## src/rtl/i2s_mic_sequencer.sv

```systemverilog
// i2s_mic_sequencer: I2S mic bit clock / word-select generator with start-up warm-up,
// per-bit capture/CIC strobes, decimated-sample valid and a start/stop handshake.
module i2s_mic_sequencer #(
    parameter int unsigned WARMUP_FRAMES = 1024,
    parameter bit          CHAN          = 1'b0
) (
    input  logic       CLK,
    input  logic       RST,
    input  logic       i_en,
    input  logic [7:0] i_half_div,
    input  logic [1:0] i_dec_log2,
    output logic       o_mic_clk,
    output logic       o_mic_ws,
    output logic       o_bit_stb,
    output logic [5:0] o_bit_idx,
    output logic       o_shift_clr,
    output logic       o_shift_en,
    output logic       o_integ_stb,
    output logic       o_comb_stb,
    output logic       o_vld,
    output logic       o_busy,
    output logic       o_ready
);

    localparam int unsigned   FW         = (WARMUP_FRAMES > 1) ? $clog2(WARMUP_FRAMES) : 1;
    localparam logic [FW-1:0] FRAME_LAST = FW'(WARMUP_FRAMES - 1);

    typedef enum logic [1:0] {IDLE, WARMUP, RUN, DRAIN} state_t;

    state_t        r_state;
    logic [7:0]    r_half_div;
    logic [2:0]    r_dec_max;
    logic [7:0]    r_div_cnt;
    logic [4:0]    r_bit_idx;
    logic [2:0]    r_dec_cnt;
    logic [FW-1:0] r_frame_cnt;
    logic          r_mic_clk;
    logic          r_ws;
    logic          r_bit_stb;
    logic [5:0]    r_bit_idx_o;
    logic          r_shift_clr;
    logic          r_shift_en;
    logic          r_integ_stb;
    logic          r_comb_stb;
    logic          r_vld;
    logic          r_busy;
    logic          r_ready;

    state_t        w_state_nxt;
    logic          w_tick;
    logic          w_fall;
    logic          w_wrap;
    logic          w_frame_end;
    logic          w_dec_wrap;
    logic          w_active;
    logic          w_slot;
    logic          w_vld;
    logic [7:0]    w_hd_clamp;
    logic [2:0]    w_dec_max;

    // Divider/frame events, config decode and next-state selection
    always_comb begin
        w_tick      = (r_state != IDLE) && (r_div_cnt == r_half_div);
        w_fall      = w_tick && r_mic_clk;
        w_wrap      = w_fall && (r_bit_idx == 5'd31);
        w_frame_end = w_wrap && r_ws;
        w_dec_wrap  = (r_dec_cnt == r_dec_max);
        w_active    = (r_state == RUN) || (r_state == DRAIN);
        w_slot      = w_fall && w_active && (r_ws == CHAN);
        w_vld       = w_frame_end && w_dec_wrap && w_active;
        w_hd_clamp  = (i_half_div < 8'd2) ? 8'd2 : i_half_div;
        case (i_dec_log2)
            2'd2:    w_dec_max = 3'd3;
            2'd3:    w_dec_max = 3'd7;
            default: w_dec_max = 3'd1;   // 0 behaves as 1 -> R = 2
        endcase

        w_state_nxt = r_state;
        case (r_state)
            IDLE:    if (i_en) w_state_nxt = WARMUP;
            WARMUP: begin
                if (!i_en) begin
                    w_state_nxt = IDLE;
                end else if (w_frame_end && (r_frame_cnt == FRAME_LAST)) begin
                    w_state_nxt = RUN;
                end
            end
            RUN:     if (!i_en) w_state_nxt = DRAIN;
            DRAIN: begin
                // Re-enable wins over the final sample so the clock never stops
                if (i_en) begin
                    w_state_nxt = RUN;
                end else if (w_vld) begin
                    w_state_nxt = IDLE;
                end
            end
            default: w_state_nxt = IDLE;
        endcase
    end

    // FSM, counters, config latch and registered outputs
    always_ff @(posedge CLK or negedge RST) begin
        if (!RST) begin
            r_state     <= IDLE;
            r_half_div  <= 8'd0;
            r_dec_max   <= 3'd0;
            r_div_cnt   <= 8'd0;
            r_bit_idx   <= 5'd0;
            r_dec_cnt   <= 3'd0;
            r_frame_cnt <= '0;
            r_mic_clk   <= 1'b0;
            r_ws        <= 1'b0;
            r_bit_stb   <= 1'b0;
            r_bit_idx_o <= 6'd0;
            r_shift_clr <= 1'b0;
            r_shift_en  <= 1'b0;
            r_integ_stb <= 1'b0;
            r_comb_stb  <= 1'b0;
            r_vld       <= 1'b0;
            r_busy      <= 1'b0;
            r_ready     <= 1'b0;
        end else begin
            r_state     <= w_state_nxt;
            r_busy      <= (w_state_nxt != IDLE);
            r_ready     <= (w_state_nxt == RUN) || (w_state_nxt == DRAIN);
            r_bit_stb   <= w_fall;
            r_shift_clr <= w_slot && (r_bit_idx == 5'd1);
            r_shift_en  <= w_slot && (r_bit_idx >= 5'd2) && (r_bit_idx <= 5'd25);
            r_integ_stb <= w_slot && (r_bit_idx == 5'd26);
            r_comb_stb  <= w_slot && (r_bit_idx == 5'd27) && w_dec_wrap;
            r_vld       <= w_vld;
            if (w_fall) begin
                r_bit_idx_o <= {1'b0, r_bit_idx};
            end

            if ((r_state == IDLE) && i_en) begin
                r_half_div <= w_hd_clamp;
                r_dec_max  <= w_dec_max;
            end

            if (w_state_nxt == IDLE) begin
                r_div_cnt   <= 8'd0;
                r_bit_idx   <= 5'd0;
                r_dec_cnt   <= 3'd0;
                r_frame_cnt <= '0;
                r_mic_clk   <= 1'b0;
                r_ws        <= 1'b0;
            end else if (r_state != IDLE) begin
                if (w_tick) begin
                    r_div_cnt <= 8'd0;
                    r_mic_clk <= ~r_mic_clk;
                    if (w_fall) begin
                        r_bit_idx <= r_bit_idx + 5'd1;
                    end
                    if (w_wrap) begin
                        r_ws <= ~r_ws;
                    end
                    if (w_frame_end) begin
                        // dec_cnt stays 0 through warm-up so RUN starts a fresh decimation
                        if (r_state == WARMUP) begin
                            r_frame_cnt <= r_frame_cnt + 1'b1;
                        end else begin
                            r_dec_cnt <= w_dec_wrap ? 3'd0 : r_dec_cnt + 3'd1;
                        end
                    end
                end else begin
                    r_div_cnt <= r_div_cnt + 8'd1;
                end
            end
        end
    end

    assign o_mic_clk   = r_mic_clk;
    assign o_mic_ws    = r_ws;
    assign o_bit_stb   = r_bit_stb;
    assign o_bit_idx   = r_bit_idx_o;
    assign o_shift_clr = r_shift_clr;
    assign o_shift_en  = r_shift_en;
    assign o_integ_stb = r_integ_stb;
    assign o_comb_stb  = r_comb_stb;
    assign o_vld       = r_vld;
    assign o_busy      = r_busy;
    assign o_ready     = r_ready;

endmodule

```

## config.mk

```make
export PLATFORM = sky130hd
export DESIGN_NAME = i2s_mic_sequencer
export DESIGN_NICKNAME = d
export VERILOG_FILES = /design/src/rtl/i2s_mic_sequencer.sv
export SDC_FILE = /design/constraint.sdc
export NUM_CORES = 1
export LEC_CHECK = 0
export ABC_AREA = 1
export CAP_MARGIN = 40
export CORE_ASPECT_RATIO = 0.8
export CORE_UTILIZATION = 50
export DETAILED_ROUTE_END_ITERATION = 10
export PLACE_DENSITY = 0.71
export SLEW_MARGIN = 20
export SYNTH_ARGS = -nofsm -noshare
export SYNTH_HDL_FRONTEND = slang
export SYNTH_SLANG_ARGS = --single-unit
```

## constraint.sdc

```tcl
create_clock -name CLK -period 3.8 [get_ports CLK]
set_clock_uncertainty 0.05 [all_clocks]
set_input_delay 0.38 -clock CLK [delete_from_list [all_inputs] [get_ports CLK]]
set_output_delay 0.38 -clock CLK [all_outputs]
set_load 0.005 [all_outputs]
```

==> flow_summary.json, run 1 <==
{
  "rsz0062_at_grt": "no",
  "ant_nets": 0,
  "grt_max_degree": 54,
  "grt_usage_pct": 21.97,
  "clk_latency_ps": 310,
  "diodes": 0,
  "die_x_um": 86.75,
  "std_cell_rows": 24,
  "core_um2": 5495,
  "avgSynthCellArea_um2": 7.849,
  "synth-xor-area-share_pct": 4.573,
  "preCtsSetupSlack_ps": 1181,
  "stdcell_area_um2": 3333,
  "cp.depth": 13,
  "slew_headroom_pct": 55.95,
  "cts_root_buffer": "clkbuf_8",
  "synth_top_family_by_area": "simple AND/OR/NAND/NOR gates",
  "grt_pass1_vias": 2225,
  "r2r_setup_slack_ps": 1190,
  "hold_viol": 0,
  "fin_total_pwr_uw": 1345,
  "multi_input_area_um2": 1289,
  "io_pins": 29,
  "cts_tree": "yes",
  "utilization_pct": 60.66,
  "drt-total-wl_um": 5932,
  "regArea_um2": 1326,
  "cap_violations": 0,
  "layout_setup_ws_ps": 1191,
  "crit_chain": "ha_1 -> nand2_1 -> nor2_1 -> ha_1 -> nand4_1 -> nor2_2 -> nand4_1 -> a21oi_1 -> nand2_2 -> nand2_1 -> nand2_1 -> nand2_1 -> nand2_1",
  "yosys.area_share.simple_pct": 29.53,
  "power.leakage_uw": 0.001638,
  "gp_congestion": 0.8628,
  "antenna_found_initial": 0,
  "postCtsSetupBuffers": 0,
  "synth-compound-area-share_pct": 7.578,
  "muxShareOfSynthArea_pct": 0,
  "fin_crit_sh_pct": 68.66,
  "fmax_ghz": 0.3833,
  "crit_family": "simple AND/OR/NAND/NOR gates",
  "cp_slowest_cell": "dfrtp_1",
  "synthCells": 366,
  "worstRegToRegCells": 13,
  "placed_area_um2": 3199,
  "drt_iter0_drc": 146,
  "ctsLongestPathBuffers": 2,
  "cts_hold_buf": 0,
  "h-tree-depth": 2,
  "p_sw_uw": 374.9,
  "grt_first_pass_wirelength_um": 10450,
  "path_clk_slew_ps": 100,
  "first_pass_iters": 5,
  "cpPeakStageDelay_ps": 440,
  "ys_warn_count": 0,
  "layout.nets": 412,
  "hpwlAfterDp_um": 4288,
  "switching_share_pct": 27.88,
  "start_kind": "flop",
  "internal_power_uw": 969.8,
  "n_fill_cell": 497,
  "syn_area_um2": 2873,
  "overflow": 0,
  "period_needed_ps": 2609,
  "seq_power_share_pct": 48.2,
  "finalSetupViolations": 0,
  "status": "finished, final reports clean",
  "initial_utilization_pct": 52.28,
  "synth-seq-cells": 53,
  "syn_nets": 386,
  "critical_path_class": "reg -> reg",
  "io_buffers": 27,
  "seq_area_frac_synth_pct": 46.17,
  "drc": 0,
  "cts_buffers": 5,
  "num_vias": 2424,
  "hp-class": "in -> async",
  "ys_types": 33,
  "worstPathMaxFanout": 33,
  "worst_ir_drop_vdd_v": 0.0002458,
  "vias_per_cell": 5.146,
  "power_density_nw_per_um2": 403.4,
  "p_clk_share_pct": 33.1,
  "worstPathArrival_ps": 2760,
  "dieHeight_um": 69.80,
  "cpMostUsedCell": "nand2_1",
  "synth_fa_ha_area_share_pct": 3.049,
  "routedWlPerCell_um": 12.59,
  "worstMarginPinSlew_ps": 660.7,
  "setup_tns_ps": 0,
  "cts-resized-gates": 0,
  "syn_to_final_growth_pct": 16.03,
  "crit_path_end_kind": "flop",
  "cts_num_sinks": 53,
  "final_max_slew_viol_count": 0,
  "p_comb_share_pct": 18.7,
  "required_ps": 3950,
  "die_area_um2": 6054,
  "final_layout_size_suffix_gt1_share_pct": 5.598,
  "cp_num_buf_inv": 0
}
[cell usage in the layout, fill, tap and decap left out, types with 2 or more instances in the layout]
master and n:
o21ai_0 14, bufinv_16 2, nor4_1 5, o211ai_1 10, nor2_1 42, a21oi_1 7
dfrtp_1 53, clkbuf_8 5, nor3_1 13, inv_1 46, xnor2_1 6, o22ai_1 2
ha_1 7, or2_2 2, nand4_1 22, o21ai_1 2, xor2_1 9, clkdlybuf4s50_1 26
nand2_1 84, nand3_1 16, buf_4 5, inv_2 2, nand2_2 2
[final cells by class]
cell class | count | area share (%)
Timing Repair Buffer | 32 | 9.084
Clock buffer | 5 | 2.065
Tap cell | 78 | 2.928
Sequential cell | 53 | 39.79
Clock inverter | 3 | 1.952
Multi-Input combinational cell | 251 | 38.66
Inverter | 49 | 5.518
[registers in the layout, indices dropped and copies added, names as in the netlist]
register	count
o_bit_idx	5
o_bit_stb	1
o_busy	1
o_comb_stb	1
o_integ_stb	1
o_mic_clk	1
o_mic_ws	1
o_ready	1
o_shift_clr	1
o_shift_en	1
o_vld	1
r_bit_idx	5
r_dec_cnt	3
r_dec_max	3
r_div_cnt	8
r_frame_cnt	10
r_half_div	8
r_state	1
[worst reg2reg max path: stages (launching register included)]
cell and delay, ps:
dfrtp_1 440, ha_1 220, nand2_1 60, nor2_1 100
ha_1 220, nand4_1 120, nor2_2 130, nand4_1 90
a21oi_1 210, nand2_2 390, nand2_1 230, nand2_1 110
nand2_1 80, nand2_1 50
[path summary, 6_finish.rpt]
path / start / end
max in group asynchronous: RST / r_div_cnt[0]
setup / recovery: r_bit_idx[1] / r_dec_cnt[2]
hold reg to reg: o_bit_idx[3] / o_bit_idx[3]
hold / removal: RST / r_half_div[4]
min in group CLK: o_bit_idx[3] / o_bit_idx[3]
setup reg to reg: r_bit_idx[1] / r_dec_cnt[2]
[power groups by stage]
| stage | Sequential [µW] | Combinational (µW) | Clock (µW) |
|---|---|---|---|
| after global routing | 655 | 293 | 477 |
| after global placement | 658 | 251 | 0 |
| final | 648 | 251 | 445 |
| after detailed placement | 659 | 252 | 0 |
| after floorplan | 651 | 173 | 0 |
| after CTS | 648 | 253 | 455 |
[synth_stat cells (all sizes together)]
cell | count | area share (%)
a21oi | 7 | 1.2
a22oi | 1 | 0.26
and3 | 1 | 0.22
buf | 8 | 1.9
clkbuf | 5 | 0.65
clkinv | 1 | 0.13
conb | 1 | 0.13
dfrtp | 53 | 46
ha | 7 | 3.0
inv | 48 | 6.3
nand2 | 86 | 11
nand3 | 16 | 2.8
nand3b | 1 | 0.26
nand4 | 22 | 4.8
nor2 | 43 | 5.7
nor2b | 1 | 0.22
nor3 | 14 | 2.6
nor4 | 5 | 1.1
o211ai | 10 | 2.6
o21a | 1 | 0.26
o21ai | 16 | 2.8
o22ai | 2 | 0.44
or2 | 2 | 0.44
xnor2 | 6 | 1.8
xor2 | 9 | 2.7
[per-stage QoR]
stage	std cells	hold WS (ps)
floorplan	366	34.41
global placement	462	418.3
detailed placement	463	421.8
CTS	471	156.2
global route	471	196.7
finish	471	133.3
[layer usage]
metal | up-vias | global-route usage, % | share of wire, %
li1 | 1236 | - | -
met1 | 1122 | 34.08 | 52
met2 | 60 | 31.57 | 42
met3 | 6 | 4.048 | 5.1
met4 | 0 | 5.185 | 0.81
met5 | - | 0 | 0
[logic make-up after synthesis]
| family | after synthesis |
|---|---|
| simple gates | 191 |
| xor+xnor | 15 |
| buf+inv | 62 |
| flops | 53 |
| compound gates | 37 |
| fa+ha+maj | 7 |
| other cells | 1 |
Note: power is estimated with default switching activity, not from simulation.
==> run 2, diff against run 1 <==
clock period = 2.6 ns   (was 3.8 ns; I/O delays follow)
==> run 2 against run 1 <==
Wire length rose by 0.52%. Core utilization fell by 0.16 points. Worst hold slack gained 310 ps. Maximum frequency increased by 13%. Via count is 0.37% lower. Sequential share of layout area increased by 0.14 points. Die area unchanged. Critical path depth increased by 1. Clock-buffer cell count increased by 1. Non-clock buffer count increased by 2.
==> flow_summary.json, run 2 (same netlist as run 1, synthesis figures left out) <==
{
  "initial_utilization_pct": 52.28,
  "cpPeakStageDelay_ps": 420,
  "slew_headroom_pct": 58.77,
  "layout_setup_ws_ps": 281.6,
  "postCtsSetupBuffers": 0,
  "hp-class": "in -> async",
  "rr_endpoint": "r_frame_cnt[6]",
  "vias_per_cell": 5.106,
  "drt-total-wl_um": 5963,
  "fmax_ghz": 0.4313,
  "io_pins": 29,
  "dieHeight_um": 69.80,
  "gp_congestion": 0.8607,
  "hpwlAfterDp_um": 4371,
  "grt_pass1_vias": 2284,
  "r2r_start": "r_bit_idx[0]",
  "final_common_cell": "nand2_1",
  "crit_path_end_kind": "flop",
  "cpMostUsedCell": "nand2_1",
  "n_fill_cell": 507,
  "antenna_found_initial": 0,
  "instances_no_fill": 473,
  "largest_reg_flops": 10,
  "hold_viol": 0,
  "routedWlPerCell_um": 12.61,
  "placed_area_um2": 3219,
  "core_um2": 5495,
  "r2r_setup_slack_ps": 280,
  "preCtsSetupSlack_ps": 178.5,
  "num_vias": 2415,
  "ant_nets": 0,
  "cts_buffers": 5,
  "reg_top3": "r_frame_cnt (10), r_div_cnt (8), r_half_div (8)",
  "regArea_um2": 1328,
  "power.leakage_uw": 0.001629,
  "grt_first_pass_wirelength_um": 10590,
  "layout.nets": 414,
  "overflow": 0,
  "finalSetupViolations": 0,
  "drc": 0,
  "cap_violations": 0,
  "status": "finished, final reports clean",
  "clk_latency_ps": 300,
  "rsz0062_at_grt": "no",
  "h-tree-depth": 2,
  "grt_usage_pct": 22.20,
  "worstRegToRegCells": 14,
  "ctsLongestPathBuffers": 2,
  "worstMarginPinSlew_ps": 612.8,
  "worstPathArrival_ps": 2460,
  "syn_to_final_growth_pct": 15.72,
  "setup_tns_ps": 0,
  "cp_slowest_cell": "dfrtp_1",
  "required_ps": 2740,
  "cts_tree": "yes",
  "diodes": 0,
  "fin_crit_sh_pct": 89.17,
  "max_flop_register": "r_frame_cnt",
  "cts_num_sinks": 53,
  "final_layout_size_suffix_gt1_share_pct": 6.076,
  "cts_root_buffer": "clkbuf_8",
  "first_pass_iters": 4,
  "multi_input_area_um2": 1292,
  "critical_path_class": "reg -> reg",
  "power_density_nw_per_um2": 533.1,
  "grt_max_degree": 29,
  "stdcell_area_um2": 3324,
  "std_cell_rows": 24,
  "layout_common_cells": "nand2_1 (84), dfrtp_1 (52), inv_1 (46), nor2_1 (42), clkdlybuf4s50_1 (26)",
  "path_clk_slew_ps": 100,
  "worst_ir_drop_vdd_v": 0.0003007,
  "final_max_slew_viol_count": 0,
  "die_x_um": 86.75,
  "start_kind": "flop",
  "die_area_um2": 6054,
  "worstPathMaxFanout": 24,
  "io_buffers": 27,
  "crit_chain": "ha_1 -> nand2_1 -> nor2_1 -> ha_1 -> nand4_1 -> nor2_2 -> nand3_1 -> nand2_1 -> nand3_1 -> clkinv_1 -> nand2_2 -> buf_6 -> o211ai_1 -> nand2_1",
  "period_needed_ps": 2318,
  "place_inst": 464,
  "drt_iter0_drc": 162
}
-- run 2: cell count changes in the layout (fill, tap and decap cells not counted), sizes merged --
cell	previous run	this run
bufinv	2	0
buf	6	7
clkbuf	5	6
dlygate4sd3	0	1
inv	48	49
-- run 2: worst max path at each step --
stage          depth (start not counted)  slack [ps]              to          from
4_1_cts                               12         160  r_frame_cnt[6]  r_bit_idx[1]
3_5_place_dp                          12         180  r_frame_cnt[4]  r_bit_idx[1]
3_3_place_gp                          12         230  r_frame_cnt[7]  r_bit_idx[1]
5_1_grt                               12          40  r_frame_cnt[0]  r_bit_idx[0]
6_report                              14         280  r_frame_cnt[6]  r_bit_idx[0]
2_1_floorplan                         12         610  r_frame_cnt[4]  r_bit_idx[1]
-- run 2: final cells by class --
| type | instances | area share, % |
|---|---|---|
| Clock buffer | 6 | 2.183 |
| Clock inverter | 2 | 0.4140 |
| Inverter | 49 | 5.533 |
| Multi-Input combinational cell | 251 | 38.88 |
| Sequential cell | 53 | 39.93 |
| Tap cell | 78 | 2.936 |
| Timing Repair Buffer | 34 | 10.12 |
-- run 2: through the flow --
stage	util [%]	hold slack, ps	power, µW
after global placement	58.58	264.9	1322
final	60.50	440.4	1772
after global routing	60.50	470.5	1881
after floorplan	-	-85.59	1205
after detailed placement	58.58	261.5	1330
after CTS	60.34	448.2	1792
-- run 2: routing by layer --
metal / vias up / track usage (%) / part of all wire, %
li1: 1239 / - / -
met1: 1119 / 33.20 / 52
met2: 55 / 33.86 / 43
met3: 2 / 3.690 / 4.4
met4: 0 / 4.815 / 0.49
met5: - / 0 / 0
-- run 2: what timing repair did --
item	in CTS	in global routing
hold endpoints to repair	25	0
setup endpoints to repair	0	13
resized for setup	0	3
hold buffers	1	0
-- run 2: worst max-delay path, delay by kind of cell, from the launching register on --
kind,cells,cell delay (ps)
simple gates,9,880
fa+ha+maj,2,450
flops,1,420
buf+inv,2,300
compound gates,1,100
-- run 2: where the power goes --
group	switching [µW]	internal [µW]
Combinational	219	150
Sequential	56.6	890
Clock	264	192
==> run 3, diff against run 2 <==
HOLD_SLACK_MARGIN = 0.12   (was not set)
==> results of run 3 <==
No change in the layout: final DEF, timing and power equal those of run 2.
